===== src/rtl/muldiv_pkg.sv =====
// muldiv_pkg: shared types, constants and op-class helpers for the iterative
// RV32M/RV64M multiply-divide unit.
//   op_e          : decoded operation, encoded so that op == funct3
//   state_e       : controller states
//   FUNCT7_MULDIV : the only legal funct7 for the M extension
//   is_div / is_signed_a / is_signed_b : operation class helpers
package muldiv_pkg;

    localparam logic [6:0] FUNCT7_MULDIV = 7'b0000001;

    typedef enum logic [2:0] {
        OpMul    = 3'b000,
        OpMulh   = 3'b001,
        OpMulhsu = 3'b010,
        OpMulhu  = 3'b011,
        OpDiv    = 3'b100,
        OpDivu   = 3'b101,
        OpRem    = 3'b110,
        OpRemu   = 3'b111
    } op_e;

    typedef enum logic [1:0] {
        StIdle = 2'b00,
        StCalc = 2'b01,
        StFix  = 2'b10,
        StDone = 2'b11
    } state_e;

    function automatic logic is_div(input op_e op);
        return op inside {OpDiv, OpDivu, OpRem, OpRemu};
    endfunction

    // MUL's low half is sign-agnostic; treating it as signed keeps |op_b| small
    // for negative multipliers, which shortens the early-out path.
    function automatic logic is_signed_a(input op_e op);
        return op inside {OpMul, OpMulh, OpMulhsu, OpDiv, OpRem};
    endfunction

    function automatic logic is_signed_b(input op_e op);
        return op inside {OpMul, OpMulh, OpDiv, OpRem};
    endfunction

endpackage


===== src/rtl/muldiv_decode.sv =====
// muldiv_decode: combinational funct7/funct3 decoder for OP-class M-extension
// instructions.
//   funct7  in  7  instruction funct7
//   funct3  in  3  instruction funct3
//   op      out    decoded operation
//   illegal out 1  funct7 is not the M-extension encoding
module muldiv_decode
    import muldiv_pkg::*;
(
    input  logic [6:0] funct7,
    input  logic [2:0] funct3,
    output op_e        op,
    output logic       illegal
);

    assign op      = op_e'(funct3);
    assign illegal = (funct7 != FUNCT7_MULDIV);

endmodule


===== src/rtl/muldiv_unit.sv =====
// muldiv_unit: iterative multiply/divide execution unit (radix-2 shift-add
// multiplier, restoring divider), one iteration per cycle.
//   clk, reset_n          clock, asynchronous active-low reset
//   in_valid / in_ready   request handshake (in_ready == idle)
//   funct7, funct3        instruction fields
//   op_a, op_b            rs1 / rs2 values
//   kill                  synchronous flush, wins over in_valid and out_ready
//   out_valid / out_ready result handshake
//   result, illegal       registered rd value and illegal-op flag
//   busy                  unit not idle
// Optional: define MULDIV_EARLY_OUT_EN to let multiplies leave CALC once the
// remaining multiplier bits are zero.
module muldiv_unit
    import muldiv_pkg::*;
#(
    parameter int unsigned XLEN = 32
) (
    input  logic            clk,
    input  logic            reset_n,
    input  logic            in_valid,
    output logic            in_ready,
    input  logic [6:0]      funct7,
    input  logic [2:0]      funct3,
    input  logic [XLEN-1:0] op_a,
    input  logic [XLEN-1:0] op_b,
    input  logic            kill,
    output logic            out_valid,
    input  logic            out_ready,
    output logic [XLEN-1:0] result,
    output logic            illegal,
    output logic            busy
);

    localparam int unsigned CntW = $clog2(XLEN);
    localparam logic [CntW-1:0] LastIter = CntW'(XLEN - 1);
    localparam logic [XLEN-1:0] MostNeg = {1'b1, {(XLEN - 1){1'b0}}};

`ifdef MULDIV_EARLY_OUT_EN
    localparam bit EarlyOut = 1'b1;
`else
    localparam bit EarlyOut = 1'b0;
`endif

    // Decode
    op_e  dec_op;
    logic dec_illegal;

    muldiv_decode u_decode (
        .funct7  (funct7),
        .funct3  (funct3),
        .op      (dec_op),
        .illegal (dec_illegal)
    );

    // State
    state_e            state_q, state_d;
    op_e               op_q, op_d;
    logic [CntW-1:0]   cnt_q, cnt_d;
    logic              neg_a_q, neg_a_d;
    logic              neg_b_q, neg_b_d;
    // acc: product (mul) or {remainder, dividend/quotient} (div)
    logic [2*XLEN-1:0] acc_q, acc_d;
    // mcand: shifting multiplicand (mul) or divisor in the low half (div)
    logic [2*XLEN-1:0] mcand_q, mcand_d;
    logic [XLEN-1:0]   mplier_q, mplier_d;
    logic [XLEN-1:0]   result_q, result_d;
    logic              illegal_q, illegal_d;

    // Operand conditioning at accept
    logic            sign_a, sign_b;
    logic [XLEN-1:0] mag_a, mag_b;
    logic            div_zero, div_ovf;

    assign sign_a   = is_signed_a(dec_op) && op_a[XLEN-1];
    assign sign_b   = is_signed_b(dec_op) && op_b[XLEN-1];
    assign mag_a    = sign_a ? -op_a : op_a;
    assign mag_b    = sign_b ? -op_b : op_b;
    assign div_zero = is_div(dec_op) && (op_b == '0);
    assign div_ovf  = (dec_op inside {OpDiv, OpRem}) && (op_a == MostNeg) && (op_b == '1);

    // Iteration datapath
    logic [2*XLEN-1:0] mul_sum;
    logic [XLEN:0]     div_shift, div_diff;
    logic              div_ok;
    logic              mul_early;

    assign mul_sum   = acc_q + (mplier_q[0] ? mcand_q : '0);
    assign div_shift = {acc_q[2*XLEN-1:XLEN], acc_q[XLEN-1]};
    assign div_diff  = div_shift - {1'b0, mcand_q[XLEN-1:0]};
    assign div_ok    = !div_diff[XLEN];
    // Product is already aligned with a shifting multiplicand, so leaving
    // early only needs the unconsumed multiplier bits to be zero.
    assign mul_early = EarlyOut && !is_div(op_q) && (mplier_q[XLEN-1:1] == '0);

    // Sign correction
    logic [2*XLEN-1:0] prod_fix;
    logic [XLEN-1:0]   quo_fix, rem_fix;
    logic [XLEN-1:0]   fix_result;

    assign prod_fix = (neg_a_q ^ neg_b_q) ? -acc_q : acc_q;
    assign quo_fix  = (neg_a_q ^ neg_b_q) ? -acc_q[XLEN-1:0] : acc_q[XLEN-1:0];
    assign rem_fix  = neg_a_q ? -acc_q[2*XLEN-1:XLEN] : acc_q[2*XLEN-1:XLEN];

    always_comb begin
        fix_result = '0;
        unique case (op_q)
            OpMul:                     fix_result = prod_fix[XLEN-1:0];
            OpMulh, OpMulhsu, OpMulhu: fix_result = prod_fix[2*XLEN-1:XLEN];
            OpDiv, OpDivu:             fix_result = quo_fix;
            OpRem, OpRemu:             fix_result = rem_fix;
            default:                   fix_result = '0;
        endcase
    end

    // Next-state and datapath control
    always_comb begin
        state_d   = state_q;
        op_d      = op_q;
        cnt_d     = cnt_q;
        neg_a_d   = neg_a_q;
        neg_b_d   = neg_b_q;
        acc_d     = acc_q;
        mcand_d   = mcand_q;
        mplier_d  = mplier_q;
        result_d  = result_q;
        illegal_d = illegal_q;

        unique case (state_q)
            StIdle: begin
                if (in_valid && !kill) begin
                    op_d      = dec_op;
                    illegal_d = dec_illegal;
                    cnt_d     = '0;
                    neg_a_d   = sign_a;
                    neg_b_d   = sign_b;
                    if (dec_illegal) begin
                        result_d = '0;
                        state_d  = StDone;
                    end else if (div_zero) begin
                        result_d = (dec_op inside {OpDiv, OpDivu}) ? '1 : op_a;
                        state_d  = StDone;
                    end else if (div_ovf) begin
                        result_d = (dec_op == OpDiv) ? MostNeg : '0;
                        state_d  = StDone;
                    end else begin
                        if (is_div(dec_op)) begin
                            acc_d    = {{XLEN{1'b0}}, mag_a};
                            mcand_d  = {{XLEN{1'b0}}, mag_b};
                            mplier_d = '0;
                        end else begin
                            acc_d    = '0;
                            mcand_d  = {{XLEN{1'b0}}, mag_a};
                            mplier_d = mag_b;
                        end
                        state_d = StCalc;
                    end
                end
            end
            StCalc: begin
                cnt_d = cnt_q + CntW'(1);
                if (is_div(op_q)) begin
                    acc_d = div_ok ? {div_diff[XLEN-1:0], acc_q[XLEN-2:0], 1'b1}
                                   : {div_shift[XLEN-1:0], acc_q[XLEN-2:0], 1'b0};
                end else begin
                    acc_d    = mul_sum;
                    mcand_d  = mcand_q << 1;
                    mplier_d = mplier_q >> 1;
                end
                if ((cnt_q == LastIter) || mul_early) begin
                    state_d = StFix;
                end
            end
            StFix: begin
                result_d = fix_result;
                state_d  = StDone;
            end
            StDone: begin
                if (out_ready) begin
                    state_d = StIdle;
                end
            end
            default: state_d = StIdle;
        endcase

        if (kill) begin
            state_d = StIdle;
        end
    end

    always_ff @(posedge clk or negedge reset_n) begin
        if (!reset_n) begin
            state_q   <= StIdle;
            op_q      <= OpMul;
            cnt_q     <= '0;
            neg_a_q   <= 1'b0;
            neg_b_q   <= 1'b0;
            acc_q     <= '0;
            mcand_q   <= '0;
            mplier_q  <= '0;
            result_q  <= '0;
            illegal_q <= 1'b0;
        end else begin
            state_q   <= state_d;
            op_q      <= op_d;
            cnt_q     <= cnt_d;
            neg_a_q   <= neg_a_d;
            neg_b_q   <= neg_b_d;
            acc_q     <= acc_d;
            mcand_q   <= mcand_d;
            mplier_q  <= mplier_d;
            result_q  <= result_d;
            illegal_q <= illegal_d;
        end
    end

    assign in_ready  = (state_q == StIdle);
    assign out_valid = (state_q == StDone);
    assign busy      = (state_q != StIdle);
    assign result    = result_q;
    assign illegal   = illegal_q;

endmodule


===== config.mk =====
export PLATFORM = sky130hd
export DESIGN_NAME = muldiv_unit
export DESIGN_NICKNAME = d
export VERILOG_FILES = /design/src/rtl/muldiv_pkg.sv /design/src/rtl/muldiv_decode.sv /design/src/rtl/muldiv_unit.sv
export SDC_FILE = /design/constraint.sdc
export NUM_CORES = 1
export LEC_CHECK = 0
export CELL_PAD_IN_SITES_DETAIL_PLACEMENT = 0
export CELL_PAD_IN_SITES_GLOBAL_PLACEMENT = 2
export CORE_ASPECT_RATIO = 1.2
export CORE_MARGIN = 1.5
export CORE_UTILIZATION = 33
export CTS_CLUSTER_SIZE = 8
export DETAILED_ROUTE_END_ITERATION = 8
export PLACE_DENSITY = 0.8
export SLEW_MARGIN = 20
export SYNTH_ARGS = -nofsm -noshare
export SYNTH_HDL_FRONTEND = slang
export SYNTH_SLANG_ARGS = --single-unit

===== constraint.sdc =====
create_clock -name clk -period 3.5 [get_ports clk]
set_input_delay 0.7 -clock clk [delete_from_list [all_inputs] [get_ports clk]]
set_output_delay 0.7 -clock clk [all_outputs]
set_load 0.005 [all_outputs]

==> metrics.csv <==
stage,metric,value,unit
run_status,status,"finished, violations left",
run_status,failing checks,negative setup slack,
logic_synthesis,main combinational cell family by area after synthesis,compound AO/OA/AOI/OAI gates,
power,leak pwr,0.0125,µW
sta,Final min period,3.74,ns
sta,fin crit share,107,%
floorplan,Initial Util,33.3,%
logic_synthesis,register area share after synthesis,26.5,%
sta,Final Hold Fails,0,
logic_synthesis,multiplexer area fraction after synthesis,2.19,%
finish,"commonest non-fill, non-tap cell in the layout",buf_4,
sta,fmax,0.267,GHz
global_route,vias in the first global route,21800,
sta,unrepaired setup endpoints after global routing,yes,
power,sw frac,48.7,%
drt,# DRC,0,
finish,share of layout cells above drive strength 1,26.4,%
power,Comb power frac,71.7,%
worst_setup_path,CP Capture Type,flop,
drt,Antenna Nets Post-Route,0,
floorplan,Core Area,58300,µm²
global_route,global-route total usage across every layer,28.6,%
floorplan,Die Footprint,60200,µm²
clocking,clk root buf,clkbuf_16,
logic_synthesis,Synth Area in Adders,7.05,%
clocking,Max Buffers Root-to-Sink,3,
drt,Routed wire per std cell,22.6,µm
logic_synthesis,Synth Area in Compound Gates,29.6,%
logic_synthesis,"top cells by area, synth","dfrtp_1 26%, ha_1 6.8%, o21ai_0 6.6%, a21oi_1 6.3%, xor2_1 5.3%",
logic_synthesis,Post-synth EDFFs,0,
finish,most frequent cells in the layout,"595 x buf_4, 245 x nor2_1, 232 x a21oi_1",
sta,Final Max Tran Viols,0,
logic_synthesis,Yosys reg bits,205,
floorplan,num rows,97,
finish,Area Overhead vs Synth,43.1,%
finish,Final #Nets,3355,
clocking,"Clk pin slew, worst setup/hold paths",0.06,ns
power,P_sw,11300,µW
logic_synthesis,Synth Area in Simple Gates,19.8,%
worst_setup_path,critical path peak fanout,36,
power,worst vdd ir,526,µV
min_path,HP Class,input port to asynchronous set/reset pin,
logic_synthesis,Post-Syn Area per Cell,7.58,µm²
placement,HPWL Detailed,69.7,mm
sta,Final TNS setup,-2.73,ns
placement,RD Place Congestion,0.997,
power,overall power,23300,µW
drt,Pre-antenna DRT Iters,7,
placement,Placed Area,25700,µm²
finish,Final Non-Filler Cells,3917,
worst_setup_path,CP required,3.97,ns
drt,Total Wirelength,88.4,mm
logic_synthesis,asr flop ratio synth,100,%
sta,Slew headroom,32.4,%
global_route,first-pass GRT wire length,131,mm
drt,Vias,22200,
sta,worst-case clock skew,0.0396,ns
sta,final setup violating endpoints,26,
clocking,H-tree depth,1,
sta,hold_ws,0.118,ns
floorplan,Ports,115,
logic_synthesis,synth unique cells,74,
logic_synthesis,"Top FF cell, synth",dfrtp_1,
logic_synthesis,Synth Warn #,0,
power,Clock Power Share,11.7,%
finish,final instance area,27700,µm²
drt,via/cell ratio,5.66,
global_route,gr ovfl total,0,
worst_setup_path,startpoint types,flop,
clocking,hold_buf cts,0,
clocking,CTS buffer count,30,
placement,Placed Cells,3848,
run,max-cap violation count,0,
logic_synthesis,Syn Nets,2745,
sta,post-layout worst setup margin,-0.242,ns
power,pwr dens,839,nW/µm²
global_route,initial antenna violation count,1,
power,Internal,11900,µW
logic_synthesis,synthesized area,19400,µm²
floorplan,die width,224,µm
global_route,largest net degree at the start of global routing,128,
power,Flop pwr share,16.6,%
sta,Slew @ Worst Pin,1.01,ns
clocking,"Clk Latency, worst-skew pair",0.62,ns
logic_synthesis,Yosys top cell area share,26.5,%
logic_synthesis,Synth Instances,2558,
clocking,CTS tree,built,
drt,Initial DRC Count,1862,
clocking,clock sinks,205,
floorplan,height of the die,269,µm
logic_synthesis,top cell type by total area after synthesis,dfrtp_1,
worst_setup_path,"Data arrival, critical path",4.21,ns
finish,Diodes inserted,0,
logic_synthesis,xor/xnor share of the synthesized area,9.76,%
worst_setup_path,Setup CP Type,flop to flop,
placement,I/O Buffers,114,
[Yosys cell counts (27+ instances only)]
library cell	n
o211ai_1	27
a21oi_1	245
xor2_1	117
clkbuf_1	143
a31oi_1	36
mux2i_1	29
xnor2_1	99
inv_1	87
nor2_1	248
nor3_1	56
dfrtp_1	205
a211oi_1	66
nand4_1	30
and2_1	97
ha_1	106
o31ai_1	29
nand3_1	34
a21o_1	51
a22o_1	37
o21ai_0	255
nand2_1	234
[per-layer routing]
| metal | part of all wire (%) | vias up | wire [µm] | track usage [%] |
|---|---|---|---|---|
| met5 | 0 | - | 0 | 0 |
| met4 | 4.4 | 0 | 3900 | 11.7 |
| met3 | 5.7 | 152 | 5060 | 2.90 |
| met2 | 48 | 786 | 42300 | 49.3 |
| met1 | 42 | 10800 | 37200 | 36.5 |
| li1 | - | 10500 | - | - |
[power by group through the flow]
stage          combinational, µW  clock, µW  sequential [µW]
3_3_place_gp               15200          0             3830
3_5_place_dp               15400          0             3850
6_report                   16700       2720             3870
2_1_floorplan               8160          0             3800
5_1_grt                    17900       2850             3960
4_1_cts                    16100       2750             3850
[logic make-up (layout without fill, tap and decap cells)]
family	after synthesis	in the layout
AO/OA/AOI/OAI	918	918
XOR/XNOR	216	216
adder cells (fa/ha/maj)	108	108
buffers and inverters	256	873
flip-flops	205	205
multiplexers	41	41
AND/OR/NAND/NOR	814	814
[worst max-delay path, cell delays in order, from the launching register on]
cell and delay (ns):
dfrtp_1 0.39, buf_12 0.16, buf_12 0.16, and2_1 0.18, ha_4 0.30, and4_4 0.22
and2_4 0.17, nand4_1 0.19, nor3b_4 0.29, buf_6 0.15, o211ai_1 0.09, buf_4 0.15
and2_4 0.16, o21a_1 0.22, o21ai_1 0.13, buf_4 0.17, o2111ai_4 0.14, a221oi_2 0.26
nor2_1 0.06
[registers in the layout, summed over array words and instances, names as in the netlist]
register / count
acc_q: 64
mcand_q: 64
result: 32
cnt_q: 5
state_q: 2
mplier_q: 32
op_q: 3
neg_b_q: 1
neg_a_q: 1
illegal: 1
[area by class of cell]
class                      instances  area [µm²]
fill                            5660       30500
multi-input combinational       2097       14200
timing repair buffer             746        6320
sequential                       205        5130
tap                              742         928
clock buffer                      36         773
inverter                          88         330
clock inverter                     3        26.3
[path summary, 6_finish.rpt]
check / slack (ns) / to / start / cells after the start
setup / recovery: -0.24 / acc_q[61]$_DFFE_PN0P_ / mplier_q[0]$_DFFE_PN0P_ / 18
setup reg to reg: -0.24 / acc_q[61]$_DFFE_PN0P_ / mplier_q[0]$_DFFE_PN0P_ / 18
min in group clk: 0.48 / mplier_q[3]$_DFFE_PN0P_ / mplier_q[3]$_DFFE_PN0P_ / 2
max in group asynchronous: 2.36 / mcand_q[7]$_DFFE_PN0P_ / reset_n / 2
hold / removal: 0.12 / mcand_q[59]$_DFFE_PN0P_ / reset_n / 1
hold reg to reg: 0.48 / mplier_q[3]$_DFFE_PN0P_ / mplier_q[3]$_DFFE_PN0P_ / 2
[per-stage QoR]
step / utilization [%] / setup slack (ns)
detailed placement: 44.0 / -0.703
CTS: 46.7 / -0.236
floorplan: - / -0.198
finish: 47.6 / -0.242
global placement: 44.0 / -0.632
global route: 47.6 / -0.370
[what timing repair did]
action | in CTS | in global routing
endpoints found under the setup margin | 101 | 153
pin swaps | 60 | 42
gates cloned | 2 | 3
gates resized for setup | 130 | 90
buffers inserted | 19 | 8
(Power assumes the default switching activity.)
